File: src/rtl/stable_byte_detector_pkg.sv
// Shared definitions for the stable byte detector: state encoding and default sizing.
package stable_byte_detector_pkg;

    localparam int unsigned DEF_WIDTH     = 8;
    localparam int unsigned DEF_THRESHOLD = 8;
    localparam int unsigned DEF_CNT_WIDTH = 4;

    // 2'd3 is unused and recovers to EMPTY.
    typedef enum logic [1:0] {
        EMPTY    = 2'd0,
        TRACKING = 2'd1,
        STABLE   = 2'd2
    } state_t;

endpackage

File: src/rtl/stable_byte_detector_ne.sv
// WIDTH-bit not-equal comparator between the live sample and the held sample.
module stable_byte_detector_ne
    import stable_byte_detector_pkg::*;
#(
    parameter int unsigned WIDTH = DEF_WIDTH
) (
    input  logic [WIDTH-1:0] a,
    input  logic [WIDTH-1:0] b,
    output logic             ne_c
);

    assign ne_c = (a != b);

endmodule

File: src/rtl/stable_byte_detector.sv
// Qualifies a slow byte bus: declares it stable after THRESHOLD consecutive
// equal CE samples, then presents the held value with VALID.
module stable_byte_detector
    import stable_byte_detector_pkg::*;
#(
    parameter int unsigned WIDTH     = DEF_WIDTH,
    parameter int unsigned THRESHOLD = DEF_THRESHOLD,
    parameter int unsigned CNT_WIDTH = DEF_CNT_WIDTH
) (
    input  logic             CLK,
    input  logic             RESET,
    input  logic             CE,
    input  logic [WIDTH-1:0] I,
    output logic [WIDTH-1:0] O,
    output logic             VALID,
    output logic             CHANGED
);

    localparam logic [CNT_WIDTH-1:0] THRESH = CNT_WIDTH'(THRESHOLD);

    state_t               state, state_nxt;
    logic [WIDTH-1:0]     prev, prev_nxt;
    logic [CNT_WIDTH-1:0] cnt, cnt_nxt;
    logic [CNT_WIDTH-1:0] cnt_inc;
    logic [WIDTH-1:0]     o_nxt;
    logic                 valid_nxt;
    logic                 changed_nxt;
    logic                 ne;

    stable_byte_detector_ne #(
        .WIDTH (WIDTH)
    ) u_ne (
        .a    (I),
        .b    (prev),
        .ne_c (ne)
    );

    assign cnt_inc = cnt + CNT_WIDTH'(1);

    // State and datapath registers; reset wins over CE.
    always_ff @(posedge CLK) begin
        if (RESET) begin
            state   <= EMPTY;
            prev    <= '0;
            cnt     <= '0;
            O       <= '0;
            VALID   <= 1'b0;
            CHANGED <= 1'b0;
        end else begin
            state   <= state_nxt;
            prev    <= prev_nxt;
            cnt     <= cnt_nxt;
            O       <= o_nxt;
            VALID   <= valid_nxt;
            CHANGED <= changed_nxt;
        end
    end

    // Next-state and next-output logic; CHANGED self-clears every edge.
    always_comb begin
        state_nxt   = state;
        prev_nxt    = prev;
        cnt_nxt     = cnt;
        o_nxt       = O;
        valid_nxt   = VALID;
        changed_nxt = 1'b0;

        if (CE) begin
            unique case (state)
                EMPTY: begin
                    prev_nxt  = I;
                    cnt_nxt   = '0;
                    state_nxt = TRACKING;
                end
                TRACKING: begin
                    if (ne) begin
                        prev_nxt = I;
                        cnt_nxt  = '0;
                    end else begin
                        cnt_nxt = cnt_inc;
                        if (cnt_inc == THRESH) begin
                            o_nxt     = prev;
                            valid_nxt = 1'b1;
                            state_nxt = STABLE;
                        end
                    end
                end
                STABLE: begin
                    // Equal samples hold everything, so cnt stays at THRESHOLD.
                    if (ne) begin
                        valid_nxt   = 1'b0;
                        changed_nxt = 1'b1;
                        prev_nxt    = I;
                        cnt_nxt     = '0;
                        state_nxt   = TRACKING;
                    end
                end
                default: begin
                    valid_nxt = 1'b0;
                    cnt_nxt   = '0;
                    state_nxt = EMPTY;
                end
            endcase
        end
    end

endmodule

File: config.mk
export PLATFORM = sky130hd
export DESIGN_NAME = stable_byte_detector
export DESIGN_NICKNAME = d
export VERILOG_FILES = /design/src/rtl/stable_byte_detector_pkg.sv /design/src/rtl/stable_byte_detector_ne.sv /design/src/rtl/stable_byte_detector.sv
export SDC_FILE = /design/constraint.sdc
export NUM_CORES = 1
export LEC_CHECK = 0
export ABC_CLOCK_PERIOD_IN_PS = 3300
export BUFFER_PORTS_ARGS = -buffer_cell sky130_fd_sc_hd__buf_2
export CORE_AREA = 5 5 51 53
export DETAILED_ROUTE_END_ITERATION = 16
export DIE_AREA = 0 0 56 58
export PLACE_DENSITY_LB_ADDON = 0.2
export SYNTH_ARGS = -nofsm -noshare
export SYNTH_HDL_FRONTEND = slang
export SYNTH_HIERARCHICAL = 1
export SYNTH_SLANG_ARGS = --single-unit
File: constraint.sdc
create_clock -name CLK -period 3.3 [get_ports CLK]
set_clock_uncertainty 0.05 [all_clocks]
set_input_delay 0.33 -clock CLK [delete_from_list [all_inputs] [get_ports CLK]]
set_output_delay 0.33 -clock CLK [all_outputs]
set_load 0.05 [all_outputs]
Yosys cells after proc, flatten, opt, wreduce, memory -nomap -nowiden:

Index checks and enable logic that the tools add are counted.

* register bits: 24
* bits of input ports: 11

* add/subtract/negate cells: 1
* equal/unequal tests: 8
* multiplexer cells: 14
* bitwise gates (word level): 4
* reduce and logical (&&, ||, !) cells: 9

Operator list (number)
* 8-bit one-hot mux with 2 select lines: 1
* 4-bit two-way mux: 2
* 8-bit two-way mux: 1
* 8-bit != test: 1
* 4-bit one-hot mux with 2 select lines: 1
* 4-bit AND reduction: 2
* 2-bit two-way mux: 3
* 2-bit != test, second input constant: 3
* 2-bit one-hot mux with 3 select lines: 1
* 5-bit AND reduction: 1
* 4-bit by 1-bit adder with 4-bit output, second input constant: 1
* 4-bit equality test, second input constant: 1
* 1-bit two-way mux: 4
* 1-bit inverter: 4
* 1-bit one-hot mux with 3 select lines: 1
* 3-bit AND reduction: 1
* 3-bit OR reduction: 1
* 2-bit by 1-bit equality test with 1-bit output, second input constant: 1
* 2-bit equality test, second input constant: 1
* 2-bit logical NOT: 1
* 2-bit by 1-bit != test with 1-bit output, second input constant: 1
* 2-bit AND reduction: 1
* 2-bit nonzero test: 1
* 2-bit OR reduction: 1

Depth between registers and ports, before layout:

* word-level depth: 5
* depth in mapped cells: 7
* mapped depth without buffers: 7

Cells and area by module:

Netlist, hierarchy kept.

By module, submodules not included
* stable_byte_detector: instances 1, cells an instance 105, area an instance 1034.7 sq um, sequential area each 480.5 sq um
* stable_byte_detector_ne: instances 1, cells an instance 11, area an instance 86.3 sq um, sequential area each 0.0 sq um

Least setup slack after synthesis:

No wires, ideal clock.

* path kind: register to register
* start point: register prev[5]
* end point: register O[6]
* setup time: 128 ps
* arrival: 1821 ps
* required time: 3122 ps
* path slack: 1301 ps
* stages on the path, launching flop included: 8
* buffers on the path: 0
* period minus slack after synthesis: 1999 ps
* cells stage by stage: dfxtp_1 xor2_1 nor4_1 nand2_1 nand3b_1 a211oi_4 mux2i_1 nor2_1

* longest elaborated chain between the ends: 3

Ends and longest elaborated chain
* from (decl): RTL line stable_byte_detector.sv:22 `logic [WIDTH-1:0] prev, prev_nxt;`
* from (signal assigned): RTL line stable_byte_detector.sv:51 `prev <= prev_nxt;`
* 8-bit != test: RTL line stable_byte_detector_ne.sv:12 `assign ne_c = (a != b);`
* net ne: RTL line stable_byte_detector.sv:28 `logic ne;`
* 1-bit inverter (no line)
* 4-bit AND reduction (no line)
* to (signal assigned): RTL line stable_byte_detector.sv:53 `O <= o_nxt;`
* to (decl): RTL line stable_byte_detector.sv:14 `output logic [WIDTH-1:0] O,`

The timed path passes the listed nets, and every way through them passes these cells.
A chain may end at the register's enable or synchronous reset.

Worst setup path in the final report:

* start point: register prev[1]
* end point: register O[4]

Same word-level chain as after synthesis.

==> metrics.yaml <==
status: "finished, final reports clean"
critPathSlowestCell: "a211oi_4"
start_kind: "flip-flop"
fmax_mhz: 442
clk_pin_slew_ps: 130
whs_ps: 229
cts_root_buffer: "clkbuf_4"
tns_ps: 0
ys_async_sr_fraction: 0
first_global_vias: 835
fin_nets: 154
postCtsHoldBufs: 0
cp-end-kind: "flip-flop"
cts-htree-levels: 1
clk_latency_ps: 300
rsz0062_at_grt: "false"
via_per_inst: 5.27
synth_top_area_frac: 0.429
ant_nets: 0
routed_wl_um: 2100
hpwl_um: 1640
relSlewSlack: 0.597
critPathTopFamily: "simple AND/OR/NAND/NOR gates"
start_util: 0.532
area_delta_synth_final_pct: 13.1
post-route-period-util: 0.685
crit_required_ps: 3430
die_w_um: 56
overflow: 0
clock-sinks: 24
drt-pass1-iter-count: 4
powerDensity_nw_per_um2: 387
cts_tree: "yes"
drv_slew: 0
dieArea_um2: 3250
place.gp.congestion: 0.756
finalSetupViolations: 0
grt_max_degree: 26
multi_input_area_um2: 611
netlist_area_um2: 1120
cp.depth: 7
fillCellCount: 182
peakVddDrop_uv: 236
synth_ff_type: "dfxtp_1"
synth-seq-cells: 24
hold_path.class: "input port to flip-flop"
synth_nets: 132
synth_area_leaders: "dfxtp_1 (43%), mux2i_1 (16%), nor2_1 (6.7%)"
vias: 865
die_h_um: 58
core-area_um2: 2110
cts_buffers: 3
clk_path_buf_depth: 2
drt_iter0_drc: 9
yosysSeqAreaShare: 0.429
min_period_ps: 2260
post_cts_resized: 0
grt_antenna_before_repair: 0
arrival_ps: 2390
yosysWarnings: 6
worst-path-buf-inv: 0
tightest_slew_ps: 600
grt_pass1_wl_um: 3510
yosysUniqueCellTypes: 27
synth.avg_cell_area_um2: 9.66
io_buffers: 20
synth_edf_count: 0
r2r_cells: 7
grt_usage: 0.132
worstSetupPathType: "flip-flop to flip-flop"
crit_path_cell_trace: "xor2_1 -> nor4_1 -> nand2_1 -> nand3b_1 -> a211oi_4 -> mux2i_1 -> nor2_1"
syn_inst: 116
drcViolationCount: 0
num_rows: 17
post-route-util: 0.602
hold_viol: 0
cp_slowest_stage_delay_ps: 550
postCtsSetupRepairBufs: 0
num_antenna_cells: 0
regArea_um2: 480
ioPinCount: 21
wl_per_cell_um: 12.8
max_cap_violations: 0
critPathMaxFanout: 8
p_leak_uw: 0.000558
whs_path_depth: 3
yosys.area.top_type: "dfxtp_1"
drive_gt1_frac: 0.199
==> cells in the mapped netlist (3+ instances only) <==
library cell and instances:
xor2_1 8, mux2i_1 18, inv_1 5, nand2_1 5
ha_1 5, o21ai_0 3, dfxtp_1 24, nor4_1 3
nor3_1 3, clkbuf_1 3, a21oi_1 3, nor2_1 20
==> cell usage in the layout (no fill, tap or decap), types with 2 or more instances in the layout <==
cell type	count
nand3b_1	2
xor2_1	8
o21ai_0	3
clkbuf_4	3
dfxtp_1	24
nor3_1	3
a21oi_1	3
nand2_1	5
nor4_1	3
inv_1	5
nor2_1	20
buf_2	20
ha_1	5
mux2i_1	18
==> per-layer routing <==
layer  up-vias  GRT usage  part of all wire  wire (µm)
met1       405      0.154              0.44        927
met4         0     0.0508            0.0076         16
met2        15      0.239              0.51       1070
li1        443          -                 -          -
met5         -          0                 0          0
met3         2     0.0267             0.039         82
==> kinds of logic (layout without fill, tap and decap cells) <==
logic type               after synthesis  after routing  share of synthesized area
adder cells (fa/ha/maj)                5              5                     0.0558
AND/OR/NAND/NOR                       37             37                      0.153
XOR/XNOR                               8              8                     0.0625
AO/OA/AOI/OAI                         15             15                      0.103
multiplexers                          19             19                      0.171
buffers and inverters                  8             28                     0.0268
flip-flops                            24             24                      0.429
==> worst reg2reg max path: stages (launching register included) <==
cell      delay, ps
dfxtp_1         350
xor2_1          160
nor4_1          290
nand2_1         170
nand3b_1        260
a211oi_4        550
mux2i_1         250
nor2_1           50
==> final timing paths <==
| path | start | end | slack (ps) |
|---|---|---|---|
| setup / recovery | prev[1] | O[4] | 1040 |
| hold / removal | I[1] | prev[1] | 230 |
| setup reg to reg | prev[1] | O[4] | 1040 |
| hold reg to reg | O[2] | O[2] | 460 |
==> registers in the layout (all words and copies together), names as in the netlist <==
name,flops
VALID,1
state,2
CHANGED,1
O,8
prev,8
cnt,4
==> power by group <==
group	switching [µW]	total (µW)	internal [µW]	leakage, µW
logic	32.6	60.9	28.2	0.000349
registers	8.48	307	299	0.000195
clock network	79.2	122	42.5	0.0000138
==> final cells by class <==
cell class | count | area share
Multi-Input combinational cell | 84 | 0.482
Tap cell | 28 | 0.0276
Sequential cell | 24 | 0.379
Inverter | 5 | 0.0148
Timing Repair Buffer | 20 | 0.0790
Clock buffer | 3 | 0.0178
==> stage by stage <==
| stage | cell area, µm² | setup slack, ps | cells | total power [µW] |
|---|---|---|---|---|
| 3_5_place_dp | 1240 | 943 | 161 | 375 |
| 4_1_cts | 1270 | 1030 | 164 | 497 |
| 6_report | 1270 | 1040 | 164 | 490 |
| 3_3_place_gp | 1240 | 978 | 161 | 373 |
| 5_1_grt | 1270 | 856 | 164 | 514 |
| 2_1_floorplan | 1120 | 1300 | 116 | 357 |
No activity file was read; power rests on OpenSTA's default activity.
